## config.mk

```make
export PLATFORM = sky130hd
export DESIGN_NAME = fired_tag_fifo_flat
export DESIGN_NICKNAME = d
export VERILOG_FILES = /design/src/rtl/fired_tag_fifo_if.sv /design/src/rtl/fired_tag_fifo.sv /design/src/flat_wrapper.sv
export SDC_FILE = /design/constraint.sdc
export NUM_CORES = 1
export LEC_CHECK = 0
export CAP_MARGIN = 10
export CORE_UTILIZATION = 40
export DETAILED_ROUTE_END_ITERATION = 8
export GPL_TIMING_DRIVEN = 0
export PLACE_DENSITY = 0.64
export SLEW_MARGIN = 20
export SYNTH_ARGS = -nofsm -noshare
export SYNTH_HDL_FRONTEND = slang
export SYNTH_SLANG_ARGS = --single-unit
```

## constraint.sdc

```tcl
create_clock -name clk -period 2.15 [get_ports clk]
set_input_delay 0.43 -clock clk [delete_from_list [all_inputs] [get_ports clk]]
set_output_delay 0.43 -clock clk [all_outputs]
set_load 0.005 [all_outputs]
```

## src/rtl/fired_tag_fifo_if.sv

```systemverilog
// Dequeue/fire handshake bundle between the neuron update unit, the SPU and
// the fired-tag queue; master drives requests, slave is the queue.
interface fired_tag_fifo_if #(
    parameter int tagbits = 1
);
    logic               fire_valid;
    logic [tagbits-1:0] fire_tag;
    logic               step_end;
    logic               req_deq;
    logic               fifo_empty;
    logic               fifo_full;
    logic [tagbits-1:0] src_tag_out;
    logic               step_done;
    logic               busy;
    logic               dup_drop;
    logic               err_overflow;
    logic               err_underflow;
    logic               err_late;

    modport master (
        output fire_valid, fire_tag, step_end, req_deq,
        input  fifo_empty, fifo_full, src_tag_out, step_done, busy,
               dup_drop, err_overflow, err_underflow, err_late
    );

    modport slave (
        input  fire_valid, fire_tag, step_end, req_deq,
        output fifo_empty, fifo_full, src_tag_out, step_done, busy,
               dup_drop, err_overflow, err_underflow, err_late
    );
endinterface

```

## src/rtl/fired_tag_fifo.sv

```systemverilog
// Queue of fired-neuron tags for one timestep, with duplicate suppression and
// drain tracking that pulses step_done once every fired tag has been popped.
module fired_tag_fifo #(
    parameter int numneurons = 2,
    parameter int tagbits    = 1
) (
    input  logic           clk,
    input  logic           asyn_reset_n,
    fired_tag_fifo_if.slave bus
);
    localparam int ptr_w = (numneurons > 1) ? $clog2(numneurons) : 1;
    localparam int cnt_w = $clog2(numneurons + 1);
    localparam int tag_n = 1 << tagbits;
    localparam logic [cnt_w-1:0] depth    = cnt_w'(numneurons);
    localparam logic [ptr_w-1:0] last_ptr = ptr_w'(numneurons - 1);

    typedef enum logic [1:0] {IDLE, DRAIN, DONE} state_t;

    state_t             state;
    logic [tagbits-1:0] mem [numneurons];
    logic [ptr_w-1:0]   rd_ptr;
    logic [ptr_w-1:0]   wr_ptr;
    logic [cnt_w-1:0]   count;
    logic [tag_n-1:0]   pending;
    logic               busy_q;
    logic               step_done_q;
    logic               dup_q;
    logic               ovf_q;
    logic               udf_q;
    logic               late_q;

    logic is_empty;
    logic is_full;
    logic pend_hit;
    logic pop_ok;
    logic push_ok;
    logic drained;

    assign is_empty = (count == '0);
    assign is_full  = (count == depth);
    // DONE clears the bitmap, so a fire landing there belongs to the next step.
    assign pend_hit = (state != DONE) && pending[bus.fire_tag];
    assign pop_ok   = bus.req_deq && !is_empty;
    assign push_ok  = bus.fire_valid && !pend_hit && (!is_full || pop_ok);
    assign drained  = is_empty && !push_ok;

    always_ff @(posedge clk or negedge asyn_reset_n) begin
        if (!asyn_reset_n) begin
            rd_ptr      <= '0;
            wr_ptr      <= '0;
            count       <= '0;
            pending     <= '0;
            state       <= IDLE;
            busy_q      <= 1'b0;
            step_done_q <= 1'b0;
            dup_q       <= 1'b0;
            ovf_q       <= 1'b0;
            udf_q       <= 1'b0;
            late_q      <= 1'b0;
        end else begin
            if (push_ok) wr_ptr <= (wr_ptr == last_ptr) ? '0 : wr_ptr + 1'b1;
            if (pop_ok)  rd_ptr <= (rd_ptr == last_ptr) ? '0 : rd_ptr + 1'b1;

            case ({push_ok, pop_ok})
                2'b10:   count <= count + 1'b1;
                2'b01:   count <= count - 1'b1;
                default: count <= count;
            endcase

            pending <= ((state == DONE) ? '0 : pending)
                     | (push_ok ? (tag_n'(1) << bus.fire_tag) : '0);

            dup_q  <= bus.fire_valid && pend_hit;
            ovf_q  <= ovf_q  | (bus.fire_valid && !pend_hit && is_full && !pop_ok);
            udf_q  <= udf_q  | (bus.req_deq && is_empty);
            late_q <= late_q | (bus.fire_valid && (state == DRAIN));

            step_done_q <= 1'b0;
            case (state)
                IDLE: begin
                    if (bus.step_end) begin
                        state       <= drained ? DONE : DRAIN;
                        step_done_q <= drained;
                        busy_q      <= 1'b1;
                    end
                end
                DRAIN: begin
                    if (drained) begin
                        state       <= DONE;
                        step_done_q <= 1'b1;
                    end
                end
                default: begin
                    state  <= IDLE;
                    busy_q <= 1'b0;
                end
            endcase
        end
    end

    // NOTE: storage has no reset; entries are only visible through count, which is reset.
    always_ff @(posedge clk) begin
        if (push_ok) mem[wr_ptr] <= bus.fire_tag;
    end

    assign bus.fifo_empty    = is_empty;
    assign bus.fifo_full     = is_full;
    assign bus.src_tag_out   = is_empty ? '0 : mem[rd_ptr];
    assign bus.step_done     = step_done_q;
    assign bus.busy          = busy_q;
    assign bus.dup_drop      = dup_q;
    assign bus.err_overflow  = ovf_q;
    assign bus.err_underflow = udf_q;
    assign bus.err_late      = late_q;
endmodule

```

## src/flat_wrapper.sv

```systemverilog
// flat-port wrapper written by rule: the top's interface ports become plain ports
module fired_tag_fifo_flat 
#(
    parameter int numneurons = 2,
    parameter int tagbits    = 1
)
  (clk, asyn_reset_n, bus_fire_valid, bus_fire_tag, bus_step_end, bus_req_deq, bus_fifo_empty, bus_fifo_full, bus_src_tag_out, bus_step_done, bus_busy, bus_dup_drop, bus_err_overflow, bus_err_underflow, bus_err_late);
  fired_tag_fifo_if #(.tagbits(tagbits)) bus_i ();
  input  logic clk;
  input  logic asyn_reset_n;
  input wire logic [$bits(bus_i.fire_valid)-1:0] bus_fire_valid;
  input wire logic [$bits(bus_i.fire_tag)-1:0] bus_fire_tag;
  input wire logic [$bits(bus_i.step_end)-1:0] bus_step_end;
  input wire logic [$bits(bus_i.req_deq)-1:0] bus_req_deq;
  output wire logic [$bits(bus_i.fifo_empty)-1:0] bus_fifo_empty;
  output wire logic [$bits(bus_i.fifo_full)-1:0] bus_fifo_full;
  output wire logic [$bits(bus_i.src_tag_out)-1:0] bus_src_tag_out;
  output wire logic [$bits(bus_i.step_done)-1:0] bus_step_done;
  output wire logic [$bits(bus_i.busy)-1:0] bus_busy;
  output wire logic [$bits(bus_i.dup_drop)-1:0] bus_dup_drop;
  output wire logic [$bits(bus_i.err_overflow)-1:0] bus_err_overflow;
  output wire logic [$bits(bus_i.err_underflow)-1:0] bus_err_underflow;
  output wire logic [$bits(bus_i.err_late)-1:0] bus_err_late;
  assign bus_i.fire_valid = bus_fire_valid;
  assign bus_i.fire_tag = bus_fire_tag;
  assign bus_i.step_end = bus_step_end;
  assign bus_i.req_deq = bus_req_deq;
  assign bus_fifo_empty = bus_i.fifo_empty;
  assign bus_fifo_full = bus_i.fifo_full;
  assign bus_src_tag_out = bus_i.src_tag_out;
  assign bus_step_done = bus_i.step_done;
  assign bus_busy = bus_i.busy;
  assign bus_dup_drop = bus_i.dup_drop;
  assign bus_err_overflow = bus_i.err_overflow;
  assign bus_err_underflow = bus_i.err_underflow;
  assign bus_err_late = bus_i.err_late;
  fired_tag_fifo #(.numneurons(numneurons), .tagbits(tagbits)) u_core (.clk(clk), .asyn_reset_n(asyn_reset_n), .bus(bus_i));
endmodule
```

**Word level (Yosys, flattened, before mapping)**

Memories as Yosys holds them, arrays and structs flattened.
Index checks and enable logic that the tools add are counted.

- Register bits: 14
- RAM bits: 2
- Input bits: 6
- Output and inout port bits: 9
- Logic and storage cells: 71
- Memories kept: 1

- Add/sub/neg operators: 4
- Magnitude comparators: 1
- Equal/unequal tests: 8
- Shift-type cells: 1
- Mux-type cells: 19
- Bitwise logic cells: 5
- Reductions and logical operators: 21

Memories:

| name | depth | width | read ports | clocked after Yosys merged registers in | wr ports | RTL line | RTL |
|---|---|---|---|---|---|---|---|
| u_core.mem | 2 | 1 | 1 | 0 | 1 | fired_tag_fifo.sv:20 | `logic [tagbits-1:0] mem [numneurons];` |

Operators by type and width:

| cell | count |
|---|---|
| logical AND 1 bit | 10 |
| two-way mux 1 bit | 10 |
| two-way mux 2 bit | 5 |
| case mux 2 bit (2 select lines) | 2 |
| equality test 2 bit (second input constant) | 3 |
| logical NOT 1 bit | 5 |
| equality test 2 x 1 -> 1 bit (second input constant) | 2 |
| logical NOT 2 bit | 2 |
| != test 2 bit (second input constant) | 2 |
| case mux 1 bit (2 select lines) | 2 |
| AND reduction 2 bit | 2 |
| OR 1 bit | 3 |
| adder 1 bit (second input constant) | 2 |
| adder 2 x 1 -> 2 bit (second input constant) | 1 |
| < comparator 1 x 2 -> 1 bit (second input constant) | 1 |
| != test 2 x 1 -> 1 bit (second input constant) | 1 |
| OR 2 bit | 1 |
| nonzero test 2 bit | 1 |
| left shift 1 x 1 -> 2 bit (first input constant) | 1 |
| subtractor 2 x 1 -> 2 bit (second input constant) | 1 |
| logical OR 1 bit | 1 |
| NOT 1 bit | 1 |

**Logic depth before layout (Yosys ltp)**

Gate-level depths: netlist of run 1.

- Depth after elaboration: 11
- Depth in mapped cells: 6
- Mapped depth without buffers: 6

**Least setup slack after synthesis of run 1**

OpenSTA, ideal clock, no wires.

- Kind: register to register
- From: register u_core.count[0]
- To: register u_core.count[1]
- Library setup time: 0.079 ns
- Data arrival time: 1.485 ns
- Required time: 2.071 ns
- Slack: 0.586 ns
- Cell stages (with the launch flop): 6
- Cells stage by stage: dfrtp_1 -> or3b_4 -> o211ai_2 -> ha_1 -> nor2_1 -> xor2_1

- Word-level cells in the longest chain between the ends: 7
- Elaborated cells between the ends (all ways): 13
- Those cells by class: 2 x add/sub; 3 x eq/ne; 1 x mux; 7 x reduce/logical

Ends and longest elaborated chain:

| item | RTL line | RTL |
|---|---|---|
| start, declared | fired_tag_fifo.sv:23 | `logic [cnt_w-1:0] count;` |
| start signal, assigned | fired_tag_fifo.sv:65 | `2'b10: count <= count + 1'b1;` |
| start signal, assigned | fired_tag_fifo.sv:66 | `2'b01: count <= count - 1'b1;` |
| start signal, assigned | fired_tag_fifo.sv:67 | `default: count <= count;` |
| logical NOT 2 bit | fired_tag_fifo.sv:39 | `assign is_empty = (count == '0);` |
| logical NOT 1 bit | fired_tag_fifo.sv:43 | `assign pop_ok = bus.req_deq && !is_empty;` |
| logical AND 1 bit | fired_tag_fifo.sv:43 |  |
| logical OR 1 bit | fired_tag_fifo.sv:44 | `assign push_ok = bus.fire_valid && !pend_hit && (!is_full \|\| pop_ok);` |
| logical AND 1 bit | fired_tag_fifo.sv:44 |  |
| equality test 2 x 1 -> 1 bit / equality test 2 bit (equally long branches) | fired_tag_fifo.sv:64 | `case ({push_ok, pop_ok})` |
| case mux 2 bit (2 select lines) / nonzero test 2 bit (equally long branches) | n/a |  |

Several ways; a longest one is shown, not always the timed one.
A chain may end at the register's enable or synchronous reset.

**Worst setup path after layout of run 1**

- From: register u_core.count[0]
- To: output bus_fifo_empty

- Word-level cells in the longest chain between the ends: 1

Ends and longest elaborated chain:

| item | RTL line | RTL |
|---|---|---|
| logical NOT 2 bit | fired_tag_fifo.sv:39 |  |
| end, declared | flat_wrapper.sv:15 | `output wire logic [$bits(bus_i.fifo_empty)-1:0] bus_fifo_empty;` |

Every way passes these cells.

==> summary.md, run 1 <==
| Metric | Value |
|---|---|
| Synth Cell Area | 667 µm² |
| N_diodes | 0 |
| Fmax | 498 MHz |
| Synth Flop Type | dfrtp_1 |
| Final Util | 0.568 |
| Clock skew | 2.38 ps |
| Number of iterations in the first detailed-routing pass | 2 |
| Starting Density | 0.438 |
| Hold Path End | u_core.bus.err_underflow |
| VDD IR max | 0.642 mV |
| Worst-Margin Slew | just over 600 ps |
| I/O pin cnt | 15 |
| Status | finished, final reports clean |
| Tot GR Track Use | 0.141 |
| # Post-CTS Setup Buffers | 0 |
| Multi-input logic area | 251 µm² |
| Final setup fails | 0 |
| CP delay by family, top | buffers and inverters |
| Clk root buf | clkbuf_4 |
| CTS sink cnt | 16 |
| Initial antenna violation count | 0 |
| Sequential area share after synthesis | 0.615 |
| Slew Limit Headroom | 0.591 |
| GRT overflow | 0 |
| Worst Setup End Kind | output pin |
| Syn avg cell area | 12.1 µm² |
| Synth Warn # | 0 |
| Detailed placement HPWL | 773 µm |
| DR vias | 445 |
| Place WS | -123 ps |
| Leak Pwr | 0.372 nW |
| Yosys reg bits | 16 |
| Gp weighted congestion | 0.696 |
| WL/cell | between 10 and 15 µm |
| Register-to-Register Path Depth | 5 |
| Worst r2r src | u_core.count[0] |
| Chip Width | about 43 µm |
| H-tree depth | 1 |
| Share of cells above drive strength 1 | 0.123 |
| Clk buf depth | 2 |
| Largest net degree at the start of global routing | 15 |
| Number of max-cap violations | 0 |
| DIE HEIGHT | 42.8 µm |
| Total CTS buffers | 3 |
| EDFF count, synth | 2 |
| Worst path bufs/invs | 1 |
| Core Area | 1520 µm² |
| Register area | 410 µm² |
| Max Slew Vio Count | 0 |
| Hold depth | 1 |
| CP Data Required Time | roughly 1700 ps |
| Fillers | 140 |
| Worst-path clk slew | ~90 ps |
| Critical path's slowest cell | clkdlybuf4s50_1 |
| Crit Path Class | flip-flop to output pin |
| WP data arrival | between 1500 and 2000 ps |
| Period utilization | 0.934 |
| Final setup margin | approximately 140 ps |
| Startpoint class of the critical path | flip-flop |
| Post-synth ARST share | 0.875 |
| Clk_lat worst skew | 290 ps |
| Final Hold Viols | 0 |
| Tmin final | 2010 ps |
| Die Area | 1830 µm² |
| Drt drc | 0 |
| CTS tree | done |
| RSZ-0062 raised after global routing | no |
| Vias per cell | 5.00 |
| Post-Synthesis Cells | 55 |
| Synth unique cells | 23 |
| Min-delay src | u_core.bus.err_underflow |
| DRT Wirelength | 1.04 mm |
| Vias in the first global route | 407 |
| Routed Antenna Nets | 0 |
| Cell Pwr Density | ~1300 nW/µm² |
| Initial DRC count | 6 |
| Crit-path max FO | 7 |
| Hold WC Path Type | flip-flop to flip-flop |
| Worst-path cell chain | nor2_2 -> clkdlybuf4s50_1 |
| Reg2reg end | u_core.count[1] |
| P&R area growth vs syn | 29.8% |
| Port bufs | 14 |
| CP max stage delay | 560 ps |
| First-pass GRT wire length | 1.83 mm |
| Number of cell rows | 14 |
| Syn nets | 62 |
| Nets | 81 |
| R2R Setup Slk | 470 ps |
| Number of hold buffers added after cts | 0 |
cell usage in the layout (no fill, tap or decap), drive strengths merged, types with 2 or more instances in the layout:
cell type and n:
inv 2, clkdlybuf4s50 14, xor2 2, and3 2, xnor2 3, mux2i 2, nor2b 2, clkbuf 4
edfxtp 2, dfrtp 14, o21bai 2, o21ai 2, nand2 4, nor2 8
cell type report:
cell class,count,share of cell area
Timing Repair Buffer,14,0.162
Clock buffer,4,0.0419
Sequential cell,16,0.474
Tap cell,16,0.0231
Inverter,2,0.00867
Multi-Input combinational cell,37,0.290
layer usage:
| metal | part of all wire | global-route usage | up-vias | routed length, µm |
|---|---|---|---|---|
| li1 | - | - | 222 | - |
| met1 | 0.51 | 0.203 | 211 | 536 |
| met2 | 0.42 | 0.182 | 10 | 435 |
| met3 | 0.047 | 0.0383 | 2 | 49 |
| met4 | 0.020 | 0.0938 | 0 | 21 |
| met5 | 0 | 0 | - | 0 |
how the worst max path moves through the flow:
stage	startpoint	endpoint	cells past startpoint
4_1_cts	u_core.count[0]	bus_fifo_empty	2
2_1_floorplan	u_core.count[0]	u_core.count[1]	5
3_5_place_dp	bus_fire_tag	u_core.count[1]	6
5_1_grt	bus_fire_tag	u_core.count[1]	7
6_report	u_core.count[0]	bus_fifo_empty	2
3_3_place_gp	bus_fire_tag	u_core.count[1]	6
Yosys cell counts (all sizes together) (2+ instances only):
cell type | number | area (µm²)
dfrtp | 14 | 350
o21bai | 2 | 15.0
edfxtp | 2 | 60.1
o21ai | 2 | 10.0
nor2b | 2 | 12.5
xnor2 | 3 | 26.3
nor2 | 8 | 30.0
mux2i | 2 | 20.0
inv | 2 | 7.51
xor2 | 2 | 17.5
nand2 | 4 | 15.0
and3 | 2 | 12.5
through the flow:
step	hold WS [ps]	instance area, µm²	power [mW]	std cells	TNS [ps]
4_1_cts	472	866	1.18	89	0
2_1_floorplan	134	667	0.773	55	0
6_report	467	866	1.16	89	0
3_3_place_gp	442	827	0.964	85	-120
3_5_place_dp	445	827	0.973	85	-124
5_1_grt	503	866	1.26	89	0
flip-flops by register name (all words and copies together), names as in the netlist:
register	flops
u_core.bus.busy	1
u_core.bus.step_done	1
u_core.wr_ptr	1
u_core.bus.dup_drop	1
u_core.bus.err_underflow	1
u_core.rd_ptr	1
u_core.mem	2
u_core.state	2
u_core.bus.err_overflow	1
u_core.count	2
u_core.pending	2
u_core.bus.err_late	1
power by group:
part	total (mW)	internal [mW]	switching (mW)
clock network	0.199	0.103	0.0961
logic	0.446	0.268	0.178
registers	0.519	0.424	0.0944
kinds of logic (layout without fill, tap and decap cells):
kind of cell,count (synthesis),in the layout,synth area share
AND/OR/NAND/NOR,20,20,0.156
XOR/XNOR,5,5,0.0657
adder cells (fa/ha/maj),1,1,0.0188
flip-flops,16,16,0.615
buffers and inverters,2,20,0.0113
multiplexers,2,2,0.0300
AO/OA/AOI/OAI,9,9,0.103
repair_timing:
item	in CTS	in global routing
gates resized for setup	1	0
endpoints found under the setup margin	1	0
endpoints found under the hold margin	0	0
No activity file was read; power rests on OpenSTA's default activity.
==> inputs of run 2 (changes only) <==
--- a/config.mk
+++ b/config.mk
@@ -8,8 +8,9 @@
 export CAP_MARGIN = 10
 export CORE_UTILIZATION = 40
 export DETAILED_ROUTE_END_ITERATION = 8
+export DONT_BUFFER_PORTS = 1
 export GPL_TIMING_DRIVEN = 0
-export PLACE_DENSITY = 0.64
+export PLACE_DENSITY = 0.52
 export SLEW_MARGIN = 20
 export SYNTH_ARGS = -nofsm -noshare
 export SYNTH_HDL_FRONTEND = slang
==> run 2 against run 1 <==
Net effect: sequential cell count stayed put; die area did not move; clock-buffer cell count is the same; wire length rose by 7.7%; critical path type is now flip-flop to flip-flop.
==> summary.md, run 2 (same netlist as run 1, synthesis figures left out) <==
| Metric | Value |
|---|---|
| Status | finished, final reports clean |
| Vias per cell | 5.57 |
| Worst Setup End Kind | flip-flop |
| Period utilization | 0.813 |
| Vias in the first global route | 421 |
| N_diodes | 0 |
| Clk root buf | clkbuf_4 |
| Detailed placement HPWL | 864 µm |
| Core Area | 1520 µm² |
| WL/cell | 14.8 µm |
| Critical Path Source | u_core.count[0] |
| Nets | 68 |
| Clock skew | 12.3 ps |
| Worst-path clk slew | roughly 90 ps |
| Critical path's slowest cell | dfrtp_1 |
| CTS sink cnt | 16 |
| Setup TNS | 0 ps |
| Final setup fails | 0 |
| Cell Pwr Density | 1390 nW/µm² |
| First-pass GRT wire length | between 1.5 and 2 mm |
| P&R area growth vs syn | 8.44% |
| Gp weighted congestion | 0.821 |
| H-tree depth | 1 |
| Worst-path cell chain | nor2_1 -> nor2b_1 -> ha_1 -> xnor2_1 -> nor2_1 -> xor2_1 |
| Met2 Resource Use GR | 0.230 |
| DRT Wirelength | 1.12 mm |
| Die Area | 1830 µm² |
| CP delay by family, top | simple AND/OR/NAND/NOR gates |
| Initial antenna violation count | 0 |
| Worst-Margin Slew | around 610 ps |
| Commonest non-fill, non-tap cell in the layout | dfrtp_1 |
| VDD IR max | 0.744 mV |
| CP Data Required Time | 2300 ps |
| Cell mode on critical path | nor2_1 |
| Final Hold Viols | 0 |
| Post-cts gate resize count | 0 |
| Number of hold buffers added after cts | 1 |
| DR vias | 423 |
| Leak Pwr | 0.315 nW |
| Tot GR Track Use | 0.148 |
| Initial DRC count | 2 |
| Worst r2r src | u_core.count[0] |
| Grt met1 use | 0.175 |
| Number of cell rows | 14 |
| DIE HEIGHT | around 43 µm |
| I/O pin cnt | 15 |
| # Post-CTS Setup Buffers | 0 |
| Largest net degree at the start of global routing | 15 |
| Startpoint class of the critical path | flip-flop |
| Crit-path max FO | 7 |
| Total power | 1.01 mW |
| Share of cells above drive strength 1 | 0.117 |
| Gr busiest metal | met2 |
| RSZ-0062 raised after global routing | no |
| Fin area | 723 µm² |
| GRT overflow | 0 |
| Min-delay src | bus_fire_tag |
| Hold WC Path Type | input port to flip-flop |
| Number of max-cap violations | 0 |
| Port bufs | 0 |
| Clk buf depth | 2 |
| Placed cell areas | approximately 690 µm² |
| Drt drc | 0 |
| CTS tree | done |
| Starting Density | 0.438 |
| Fmax | 572 MHz |
| Clk_lat worst skew | 280 ps |
| Most frequent cells in the layout | dfrtp_1, nor2_1, nand2_1, xnor2_1, clkbuf_4 |
| Crit Path Class | flip-flop to flip-flop |
| Total CTS buffers | 3 |
| Tmin final | 1750 ps |
| Worst path bufs/invs | 0 |
| Routed Antenna Nets | 0 |
| CP max stage delay | approximately 440 ps |
| Max Slew Vio Count | 0 |
| WP data arrival | 1900 ps |
| M3 GR Usage | 0.0851 |
| Number of iterations in the first detailed-routing pass | 2 |
| Chip Width | 42.8 µm |
| Slew Limit Headroom | 0.591 |
run 2: changes by cell type in the layout (fill, tap and decap cells not counted):
cell             change
clkdlybuf4s50_1     -14
nor2_2               -1
clkbuf_1             +1
dlygate4sd3_1        +1
clkbuf_8             -1
nor2_1               +1
run 2: routing by layer:
metal | share of wire | up-vias | wire length, µm
met1 | 0.45 | 212 | 509
met2 | 0.47 | 9 | 532
met3 | 0.065 | 2 | 73
li1 | - | 200 | -
met5 | 0 | - | 0
met4 | 0.0062 | 0 | 7
run 2: power by group:
part	total, mW	switching (mW)	leakage [nW]	internal [mW]
registers	0.525	0.100	0.176	0.425
logic	0.330	0.172	0.125	0.158
clock network	0.153	0.0810	0.0150	0.0719
total	1.01	0.353	0.315	0.655
run 2: path summary, 6_finish.rpt:
check	end	depth (start not counted)	slack, ps
max	u_core.count[1]	6	400
min	u_core.mem[0]	0	240
max reg2reg	u_core.count[1]	6	400
min reg2reg	u_core.rd_ptr	1	490
max in group asynchronous	u_core.state[0]	1	1150
min in group asynchronous	u_core.rd_ptr	1	590
run 2: worst register-to-register path: cells and delay by family (launching register included):
family / cells / cell delay [ps]
AND/OR/NAND/NOR: 3 / 640
XOR/XNOR: 2 / 330
adder cells (fa/ha/maj): 1 / 220
flip-flops: 1 / 440
run 2: metrics by stage:
step | util | cells | setup slack (ps) | hold WS, ps
floorplan | - | 55 | 586 | 134
global placement | 0.451 | 71 | 492 | 135
detailed placement | 0.451 | 71 | 415 | 135
CTS | 0.475 | 76 | 386 | 233
global route | 0.475 | 76 | 283 | 214
finish | 0.475 | 76 | 402 | 238
run 2: cell type report:
cell class	count	area [µm²]
Timing Repair Buffer	1	10.0
Clock buffer	4	26.3
Sequential cell	16	410
Inverter	2	7.51
Tap cell	16	20.0
Fill cell	143	801
Multi-Input combinational cell	37	249
